===== src/rtl/pipe_ctrl_pkg.sv =====
// Shared definitions for the pipelined RV32I control unit: opcodes, field
// encodings, the per-stage control word and the hazard/forwarding helpers.
package pipe_ctrl_pkg;

    // Register fields travel at this width and are narrowed to RA_W at the ports.
    localparam int RA_MAX = 8;

    localparam logic [6:0] OP_R      = 7'b0110011;
    localparam logic [6:0] OP_I      = 7'b0010011;
    localparam logic [6:0] OP_LOAD   = 7'b0000011;
    localparam logic [6:0] OP_STORE  = 7'b0100011;
    localparam logic [6:0] OP_BRANCH = 7'b1100011;
    localparam logic [6:0] OP_LUI    = 7'b0110111;
    localparam logic [6:0] OP_AUIPC  = 7'b0010111;
    localparam logic [6:0] OP_JAL    = 7'b1101111;
    localparam logic [6:0] OP_JALR   = 7'b1100111;

    typedef enum logic [2:0] {
        ALU_R    = 3'b000,
        ALU_I    = 3'b001,
        ALU_S    = 3'b010,
        ALU_B    = 3'b011,
        ALU_U    = 3'b100,
        ALU_JAL  = 3'b101,
        ALU_LOAD = 3'b111
    } aluop_e;

    typedef enum logic [1:0] {
        DSEL_PC4 = 2'b00,
        DSEL_IMM = 2'b01,
        DSEL_ALU = 2'b10,
        DSEL_MEM = 2'b11
    } dsel_e;

    typedef enum logic [1:0] {
        FWD_RF    = 2'b00,
        FWD_EXMEM = 2'b01,
        FWD_MEMWB = 2'b10
    } fwd_e;

    typedef struct packed {
        logic              valid;
        logic              jal;
        logic              jalr;
        logic              branch;
        logic              alusrc1;
        logic              alusrc2;
        aluop_e            aluop;
        logic              memread;
        logic              memwrite;
        logic              regwrite;
        dsel_e             data_sel;
        logic [RA_MAX-1:0] rs1;
        logic [RA_MAX-1:0] rs2;
        logic [RA_MAX-1:0] rd;
        logic              uses_rs1;
        logic              uses_rs2;
    } ctrl_t;

    // x0 is never a real producer, so it can neither stall nor be forwarded.
    function automatic logic writes_src(ctrl_t w, logic [RA_MAX-1:0] src);
        return w.valid && w.regwrite && (w.rd != '0) && (w.rd == src);
    endfunction

    function automatic logic reads_result(ctrl_t producer, ctrl_t consumer);
        return (consumer.uses_rs1 && writes_src(producer, consumer.rs1)) ||
               (consumer.uses_rs2 && writes_src(producer, consumer.rs2));
    endfunction

    function automatic fwd_e fwd_select(ctrl_t exmem, ctrl_t memwb, logic [RA_MAX-1:0] src);
        if (writes_src(exmem, src))
            return FWD_EXMEM;
        else if (writes_src(memwb, src))
            return FWD_MEMWB;
        return FWD_RF;
    endfunction

endpackage


===== src/rtl/pipe_ctrl_decode.sv =====
// Combinational opcode-to-control-word decoder for the ID stage.
module ctrl_decode
    import pipe_ctrl_pkg::*;
#(
    parameter int RA_W = 5
) (
    input  logic            i_valid,
    input  logic [6:0]      i_opcode,
    input  logic [RA_W-1:0] i_rs1,
    input  logic [RA_W-1:0] i_rs2,
    input  logic [RA_W-1:0] i_rd,
    output ctrl_t           o_ctrl
);

    always_comb begin
        o_ctrl          = '0;
        o_ctrl.valid    = i_valid;
        o_ctrl.rs1      = RA_MAX'(i_rs1);
        o_ctrl.rs2      = RA_MAX'(i_rs2);
        o_ctrl.rd       = RA_MAX'(i_rd);
        o_ctrl.aluop    = ALU_R;
        o_ctrl.data_sel = DSEL_ALU;
        // Unrecognised opcodes fall through with every enable left at 0.
        case (i_opcode)
            OP_R: begin
                o_ctrl.regwrite = 1'b1;
                o_ctrl.uses_rs1 = 1'b1;
                o_ctrl.uses_rs2 = 1'b1;
            end
            OP_I: begin
                o_ctrl.aluop    = ALU_I;
                o_ctrl.regwrite = 1'b1;
                o_ctrl.alusrc2  = 1'b1;
                o_ctrl.uses_rs1 = 1'b1;
            end
            OP_LOAD: begin
                o_ctrl.aluop    = ALU_LOAD;
                o_ctrl.regwrite = 1'b1;
                o_ctrl.alusrc2  = 1'b1;
                o_ctrl.memread  = 1'b1;
                o_ctrl.data_sel = DSEL_MEM;
                o_ctrl.uses_rs1 = 1'b1;
            end
            OP_STORE: begin
                o_ctrl.aluop    = ALU_S;
                o_ctrl.alusrc2  = 1'b1;
                o_ctrl.memwrite = 1'b1;
                o_ctrl.uses_rs1 = 1'b1;
                o_ctrl.uses_rs2 = 1'b1;
            end
            OP_BRANCH: begin
                o_ctrl.aluop    = ALU_B;
                o_ctrl.branch   = 1'b1;
                o_ctrl.uses_rs1 = 1'b1;
                o_ctrl.uses_rs2 = 1'b1;
            end
            OP_LUI: begin
                o_ctrl.aluop    = ALU_U;
                o_ctrl.regwrite = 1'b1;
                o_ctrl.data_sel = DSEL_IMM;
            end
            OP_AUIPC: begin
                o_ctrl.aluop    = ALU_U;
                o_ctrl.regwrite = 1'b1;
                o_ctrl.alusrc1  = 1'b1;
                o_ctrl.alusrc2  = 1'b1;
            end
            OP_JAL: begin
                o_ctrl.aluop    = ALU_JAL;
                o_ctrl.jal      = 1'b1;
                o_ctrl.regwrite = 1'b1;
                o_ctrl.data_sel = DSEL_PC4;
            end
            OP_JALR: begin
                o_ctrl.aluop    = ALU_I;
                o_ctrl.jalr     = 1'b1;
                o_ctrl.regwrite = 1'b1;
                o_ctrl.data_sel = DSEL_PC4;
                o_ctrl.uses_rs1 = 1'b1;
            end
            default: ;
        endcase
    end

endmodule


===== src/rtl/pipe_ctrl.sv =====
// Pipelined control unit: carries the decoded control word through ID/EX,
// EX/MEM and MEM/WB and produces stall, flush and forwarding selects.
module pipe_ctrl
    import pipe_ctrl_pkg::*;
#(
    parameter bit FWD_EN = 1'b1,
    parameter int RA_W   = 5
) (
    input  logic            i_clk,
    input  logic            i_rst,
    input  logic            i_id_valid,
    input  logic [6:0]      i_id_opcode,
    input  logic [RA_W-1:0] i_id_rs1,
    input  logic [RA_W-1:0] i_id_rs2,
    input  logic [RA_W-1:0] i_id_rd,
    input  logic            i_ex_redirect,
    output logic            o_stall,
    output logic            o_flush,
    output logic            o_ex_valid,
    output logic            o_ex_jal,
    output logic            o_ex_jalr,
    output logic            o_ex_branch,
    output logic            o_ex_alusrc1,
    output logic            o_ex_alusrc2,
    output logic [2:0]      o_ex_aluop,
    output logic [1:0]      o_fwd_a,
    output logic [1:0]      o_fwd_b,
    output logic            o_mem_valid,
    output logic            o_mem_read,
    output logic            o_mem_write,
    output logic            o_wb_valid,
    output logic            o_wb_regwrite,
    output logic [RA_W-1:0] o_wb_rd,
    output logic [1:0]      o_wb_data_sel
);

    ctrl_t id_ctrl;
    ctrl_t idex_q, idex_d;
    ctrl_t exmem_q;
    ctrl_t memwb_q;
    logic  hazard;
    logic  unused_memwb;

    ctrl_decode #(.RA_W(RA_W)) u_decode (
        .i_valid  (i_id_valid),
        .i_opcode (i_id_opcode),
        .i_rs1    (i_id_rs1),
        .i_rs2    (i_id_rs2),
        .i_rd     (i_id_rd),
        .o_ctrl   (id_ctrl)
    );

    generate
        if (FWD_EN) begin : g_fwd
            // Only a load in EX cannot be bypassed in time for the next EX.
            assign hazard  = idex_q.memread && reads_result(idex_q, id_ctrl);
            assign o_fwd_a = fwd_select(exmem_q, memwb_q, idex_q.rs1);
            assign o_fwd_b = fwd_select(exmem_q, memwb_q, idex_q.rs2);
        end else begin : g_nofwd
            // MEM/WB is covered by the register file's write-through.
            assign hazard  = reads_result(idex_q, id_ctrl) || reads_result(exmem_q, id_ctrl);
            assign o_fwd_a = FWD_RF;
            assign o_fwd_b = FWD_RF;
        end
    endgenerate

    assign o_flush = i_ex_redirect && idex_q.valid && !i_rst;
    assign o_stall = id_ctrl.valid && hazard && !o_flush && !i_rst;

    always_comb begin
        idex_d = id_ctrl;
        if (!id_ctrl.valid || o_stall || o_flush)
            idex_d = '0;
    end

    // The redirecting instruction itself still advances, so its link write survives.
    always_ff @(posedge i_clk) begin
        if (i_rst) begin
            idex_q  <= '0;
            exmem_q <= '0;
            memwb_q <= '0;
        end else begin
            idex_q  <= idex_d;
            exmem_q <= idex_q;
            memwb_q <= exmem_q;
        end
    end

    assign o_ex_valid    = idex_q.valid;
    assign o_ex_jal      = idex_q.jal;
    assign o_ex_jalr     = idex_q.jalr;
    assign o_ex_branch   = idex_q.branch;
    assign o_ex_alusrc1  = idex_q.alusrc1;
    assign o_ex_alusrc2  = idex_q.alusrc2;
    assign o_ex_aluop    = idex_q.aluop;
    assign o_mem_valid   = exmem_q.valid;
    assign o_mem_read    = exmem_q.memread;
    assign o_mem_write   = exmem_q.memwrite;
    assign o_wb_valid    = memwb_q.valid;
    assign o_wb_regwrite = memwb_q.regwrite;
    assign o_wb_rd       = memwb_q.rd[RA_W-1:0];
    assign o_wb_data_sel = memwb_q.data_sel;

    assign unused_memwb = ^memwb_q;

endmodule

===== config.mk =====
export PLATFORM = sky130hd
export DESIGN_NAME = pipe_ctrl
export DESIGN_NICKNAME = d
export VERILOG_FILES = /design/src/rtl/pipe_ctrl_pkg.sv /design/src/rtl/pipe_ctrl_decode.sv /design/src/rtl/pipe_ctrl.sv
export SDC_FILE = /design/constraint.sdc
export NUM_CORES = 1
export LEC_CHECK = 0
export ABC_AREA = 1
export CAP_MARGIN = 25
export CORE_MARGIN = 5
export CORE_UTILIZATION = 52
export DETAILED_ROUTE_END_ITERATION = 10
export PLACE_DENSITY = 0.93
export SLEW_MARGIN = 20
export SYNTH_ARGS = -nofsm -noshare
export SYNTH_HDL_FRONTEND = slang
export SYNTH_SLANG_ARGS = --single-unit

===== constraint.sdc =====
create_clock -name i_clk -period 5 [get_ports i_clk]
set_clock_uncertainty 0.2 [all_clocks]
set_input_delay 1.25 -clock i_clk [delete_from_list [all_inputs] [get_ports i_clk]]
set_output_delay 1.25 -clock i_clk [all_outputs]
set_load 0.01 [all_outputs]

== Word-level counts from Yosys, hierarchy flattened ==
Cells that the tools add are included.
Storage, ports and cells
  word-level logic and storage cells: 101
  flip-flop bits (word level): 64
  input port bits: 26
  output and inout bits: 27
Operators by class
  multiplexer cells: 22
  eq/ne operators: 15
  reduce and logical (&&, ||, !) cells: 37
Operators by type and width (count)
  $eq A8 B8 Y1: 4
  $reduce_bool A8 Y1: 3
  $eq A7 B6 Y1 const B: 3
  $eq A7 B7 Y1 const B: 3
  $logic_and A1 B1 Y1: 20
  $pmux W3 S6: 1
  $eq A8 B5 Y1: 2
  $eq A7 B5 Y1 const B: 2
  $mux W1: 14
  $mux W2: 6
  $reduce_or A2 Y1: 4
  $eq A7 B2 Y1 const B: 1
  $reduce_or A7 Y1: 1
  $pmux W2 S3: 1
  $reduce_or A6 Y1: 1
  $reduce_or A4 Y1: 1
  $logic_not A1 Y1: 3
  $logic_or A1 B1 Y1: 3
  $reduce_or A3 Y1: 1

== Depth between registers and ports, before layout ==
  depth in word-level cells: 12
  mapped depth: 13
  mapped depth without buffers: 11

== Cells and area by module ==
From an unflattened synthesis, not the netlist that was laid out.
Unflattened totals
  cell total of the unflattened synthesis: 421
  area, all modules: 3096.7 um^2
By module, submodules not included
  pipe_ctrl: cells each 343, sequential area each 1281.2 um^2, area each 2632.5 um^2, instances 1
  ctrl_decode: cells each 78, sequential area each 0.0 um^2, area each 464.2 um^2, instances 1

== Least setup slack after synthesis ==
No wires, ideal clock.
  path type: input to output
  from: input i_id_opcode[5]
  to: output o_stall
  buffers on the path: 1
  arrival: 2.051 ns
  cell stages on the path: 7
  setup slack: 1.499 ns
  data required time: 3.550 ns
  cells stage by stage: buf_4 nand3_1 nor2_2 nor2_1 nand2_1 nand2_1 a21boi_0
Between the ends
  cells in the longest elaborated chain, start to end: 9
  elaborated cells between the ends (all ways): 17
  those cells by class: 6 x eq/ne; 2 x mux; 9 x reduce/logical
Ends and longest elaborated chain
  start: declaration: RTL line pipe_ctrl.sv:12  | input logic [6:0] i_id_opcode,
  $eq A7 B6 Y1, or another cell as far along: RTL line pipe_ctrl_decode.sv:24  | case (i_opcode)
  $reduce_or A6 Y1 (no line) or $reduce_or A3 Y1 (tied branches)
  $mux W1: RTL line pipe_ctrl_decode.sv:24
  $logic_and A1 B1 Y1, on equally long branches: RTL line pipe_ctrl_pkg.sv:66, pipe_ctrl_pkg.sv:67
  $logic_or A1 B1 Y1 *: RTL line pipe_ctrl_pkg.sv:66  | return (consumer.uses_rs1 && writes_src(producer, consumer.rs1)) ||
  $logic_and A1 B1 Y1 *: RTL line pipe_ctrl.sv:56  | assign hazard = idex_q.memread && reads_result(idex_q, id_ctrl);
  $logic_and A1 B1 Y1 * (3 in series): RTL line pipe_ctrl.sv:68  | assign o_stall = id_ctrl.valid && hazard && !o_flush && !i_rst;
  end: declaration: RTL line pipe_ctrl.sv:17  | output logic o_stall,
Every way passes the cells marked *; elsewhere a longest branch is shown, timed or not.

== Final worst setup path ==
Same ends and word-level chain as after synthesis.

==> results by group <==
STA
  – Worst hold slack: 0.209 ns
  – Final period demand of the worst path: 4.64 ns
  – Max Fclk: between 0.2 and 0.25 GHz
  – Total negative slack: 0 ns
  – Setup Viol. Count Final: 0
  – Fin. Hold Viols: 0
  – Slew Viols, Final: 0
  – Fin crit share: around 93%
  – Post-route setup slack: 0.359 ns
  – Worst slew pin tran: 0.834 ns
  – RSZ-0062 raised after global routing: no
  – Slew headroom: between 40% and 50%

Synth
  – Synthesized instance count: ~270
  – Syn avg cell area: between 7 and 8 um2
  – Top cells by count, synth: nor2_1 (60), dfxtp_1 (49), inv_1 (43)
  – Simple-gate share of the synthesized area: around 28%
  – Cell variety after synth: 25
  – Sequential area share after synthesis: a little under half
  – Async S/R FF share, synth: 0%
  – Top FF cell, synth: dfxtp_1
  – Synth top area cells: dfxtp_1 (47%), nor2_1 (11%), inv_1 (7.7%)
  – Post-Syn Area: about 2100 um2
  – Mux share of post-synthesis cell area: 0%
  – Synth Warn #: 0
  – Count leader, synth: nor2_1
  – XOR/XNOR Fraction of Synth Area: about 11%
  – Post-synth EDFFs: 0
  – Area leader, netlist: dfxtp_1
  – Adder-Cell Fraction of Synth Area: 0%
  – Synth top area share: between 40% and 50%
  – Largest family of logic cells by synthesized area: simple AND/OR/NAND/NOR gates
  – Yosys reg bits: a little under 50
  – Syn Nets: roughly 300
  – Synth Area in Compound Gates: approximately 1.7%

Detailed routing
  – Vias per Instance: roughly 4.7
  – Drt pass-1 iters: 4
  – Iter 0 DRT Violations: 70
  – Post-route DRC: 0
  – Via count: 1754
  – Drt wl/cell: between 10 and 15 um
  – Final antenna-violating net count: 0
  – Routed WL: between 4000 and 5000 um

Floorplanning
  – Row count: 23
  – Starting Density: between 50% and 60%
  – Die area: about 5400 um2
  – Die width: ~73 um
  – Ports: 53
  – Die Ht: 73.4 um
  – Core area: roughly 3900 um2

Clocking
  – CTS root buffer: clkbuf_8
  – Clock latency on the worst-skew pair: approximately 0.29 ns
  – Clk sinks: between 40 and 50
  – CTS tree: built
  – Clk slew on worst S/H paths: around 0.070 ns
  – Post-CTS Setup Inserts: 0
  – CTS buffer count: 5
  – Post-CTS sizing: 0
  – H-tree level count: 2
  – Clk buf depth: 2
  – # hold bufs at CTS: 0

Final layout
  – N_diodes: 0
  – # fillers: 326
  – Post-Layout Cell Count: 374
  – Share of cells above drive strength 1: 9.57%
  – Area Growth Syn to Fin: 29.4%
  – # nets final: 350

Placed design
  – Cells after DPL: 367
  – Number of port buffers: 52
  – GP Congestion: a little over 0.9
  – Dpl ws: around 0.44 ns
  – HPWL Detailed: 3420 um

Critical path
  – Crit path launch type: input port
  – Critical Path RT: about 3.6 ns
  – Worst setup path class: input port to output pin
  – CP Capture Type: output pin
  – CP Buf/Inv Count: 2
  – Crit Path Max Fanout: 8
  – Largest delay share family, worst path: buffers and inverters
  – CP peak stage delay: around 0.63 ns
  – CP max-delay cell: clkdlybuf4s50_1
  – Levels on crit path: 8
  – Setup crit start: i_id_opcode[5]
  – R2R depth: 12
  – Worst r2r src: idex_q[4]
  – R2r endpoint: o_ex_aluop[2]
  – End of the critical path: o_stall
  – CP arrival: around 3.2 ns
  – R2R Setup Slk: 2.67 ns
  – Cells along the critical path: clkdlybuf4s50_1 > nand3_1 > nor2_2 > nor2_1 > nand2_1 > nand2_1 > a21boi_0 > clkdlybuf4s50_1

Power
  – Power Total: 0.712 mW
  – Pwr dens: roughly 260 nW/um2
  – VDD IR max: about 0.21 mV
  – Leak pwr: roughly 1.2 nW

Run status
  – Status: complete, no violations

Global route
  – Antenna violations before repair: 0
  – Global-route wire length before repair: 7160 um
  – Vias in the first global route: roughly 1700
  – Total track usage: about 17%
  – Pin count of the biggest net entering global routing: 22
  – Total grt overflow: 0

Run
  – MaxCap Viol Count: 0

Worst hold path
  – Hold Path Class: flip-flop to flip-flop
[kinds of logic (layout without fill, tap and decap cells)]
logic type / count (synthesis) / after routing
buffers and inverters: 61 / 113
xor gates and xnor gates: 26 / 26
and+or+nand+nor: 131 / 131
DFF: 49 / 49
AOI/OAI and AO/OA: 5 / 5
[flip-flops by register name (all words and copies together), names as in the netlist, 2 cells and up]
register,cells
exmem_q,8
idex_q,20
o_ex_aluop,3
o_wb_data_sel,2
o_wb_rd,5
[cells in the final DEF (no fill, tap or decap), types with 2 or more instances in the layout]
cell type	instances
nor2_1	60
clkdlybuf4s50_1	52
dfxtp_1	49
inv_1	43
nand2_1	26
nand3_1	14
xor2_1	13
xnor2_1	13
nor2_2	11
inv_2	9
nor3_1	8
nand4_1	6
clkbuf_8	6
nor4_1	2
o21ai_0	2
buf_4	2
[stage by stage]
| stage | utilization, % | cell area [um2] |
|---|---|---|
| after floorplan | - | 2090 |
| after global placement | 66.5 | 2620 |
| after detailed placement | 66.5 | 2620 |
| after CTS | 68.6 | 2710 |
| after global routing | 68.6 | 2710 |
| final | 68.6 | 2710 |
[area by class of cell]
cell class / count / area (um2) / share of cell area (%)
clock buffer: 7 / 86.3 / 3.19
multi-input combinational: 162 / 846 / 31.3
timing repair buffer: 54 / 536 / 19.8
inverter: 52 / 195 / 7.21
tap: 50 / 62.6 / 2.31
sequential: 49 / 981 / 36.2
[worst min-delay path, delay by kind of cell (launching register included)]
family,cells,cell delay [ns]
and+or+nand+nor,1,0.03
buffers and inverters,1,0.04
DFF,1,0.30
[worst min-delay path by stage]
| stage | startpoint | endpoint | cells after the start |
|---|---|---|---|
| 4_1_cts | idex_q[29] | o_mem_write | 2 |
| 3_5_place_dp | idex_q[29] | o_mem_write | 2 |
| 3_3_place_gp | idex_q[26] | exmem_q[26] | 2 |
| 6_report | idex_q[29] | o_mem_write | 2 |
| 5_1_grt | exmem_q[27] | o_wb_data_sel[1] | 2 |
| 2_1_floorplan | idex_q[26] | exmem_q[26] | 2 |
[per-layer routing]
layer,up-vias,share of wire (%),GRT usage [%]
met5,-,0,0
met4,0,2.2,6.64
met3,11,6.2,5.88
met2,53,53,31.9
met1,784,38,18.0
li1,906,-,-
[power breakdown]
group,internal [mW],switching [mW],leakage [nW],total (mW)
logic,0.0411,0.0402,0.763,0.0814
registers,0.399,0.00821,0.399,0.407
clock network,0.110,0.113,0.0443,0.223
Note: power is estimated with default switching activity, not from simulation.
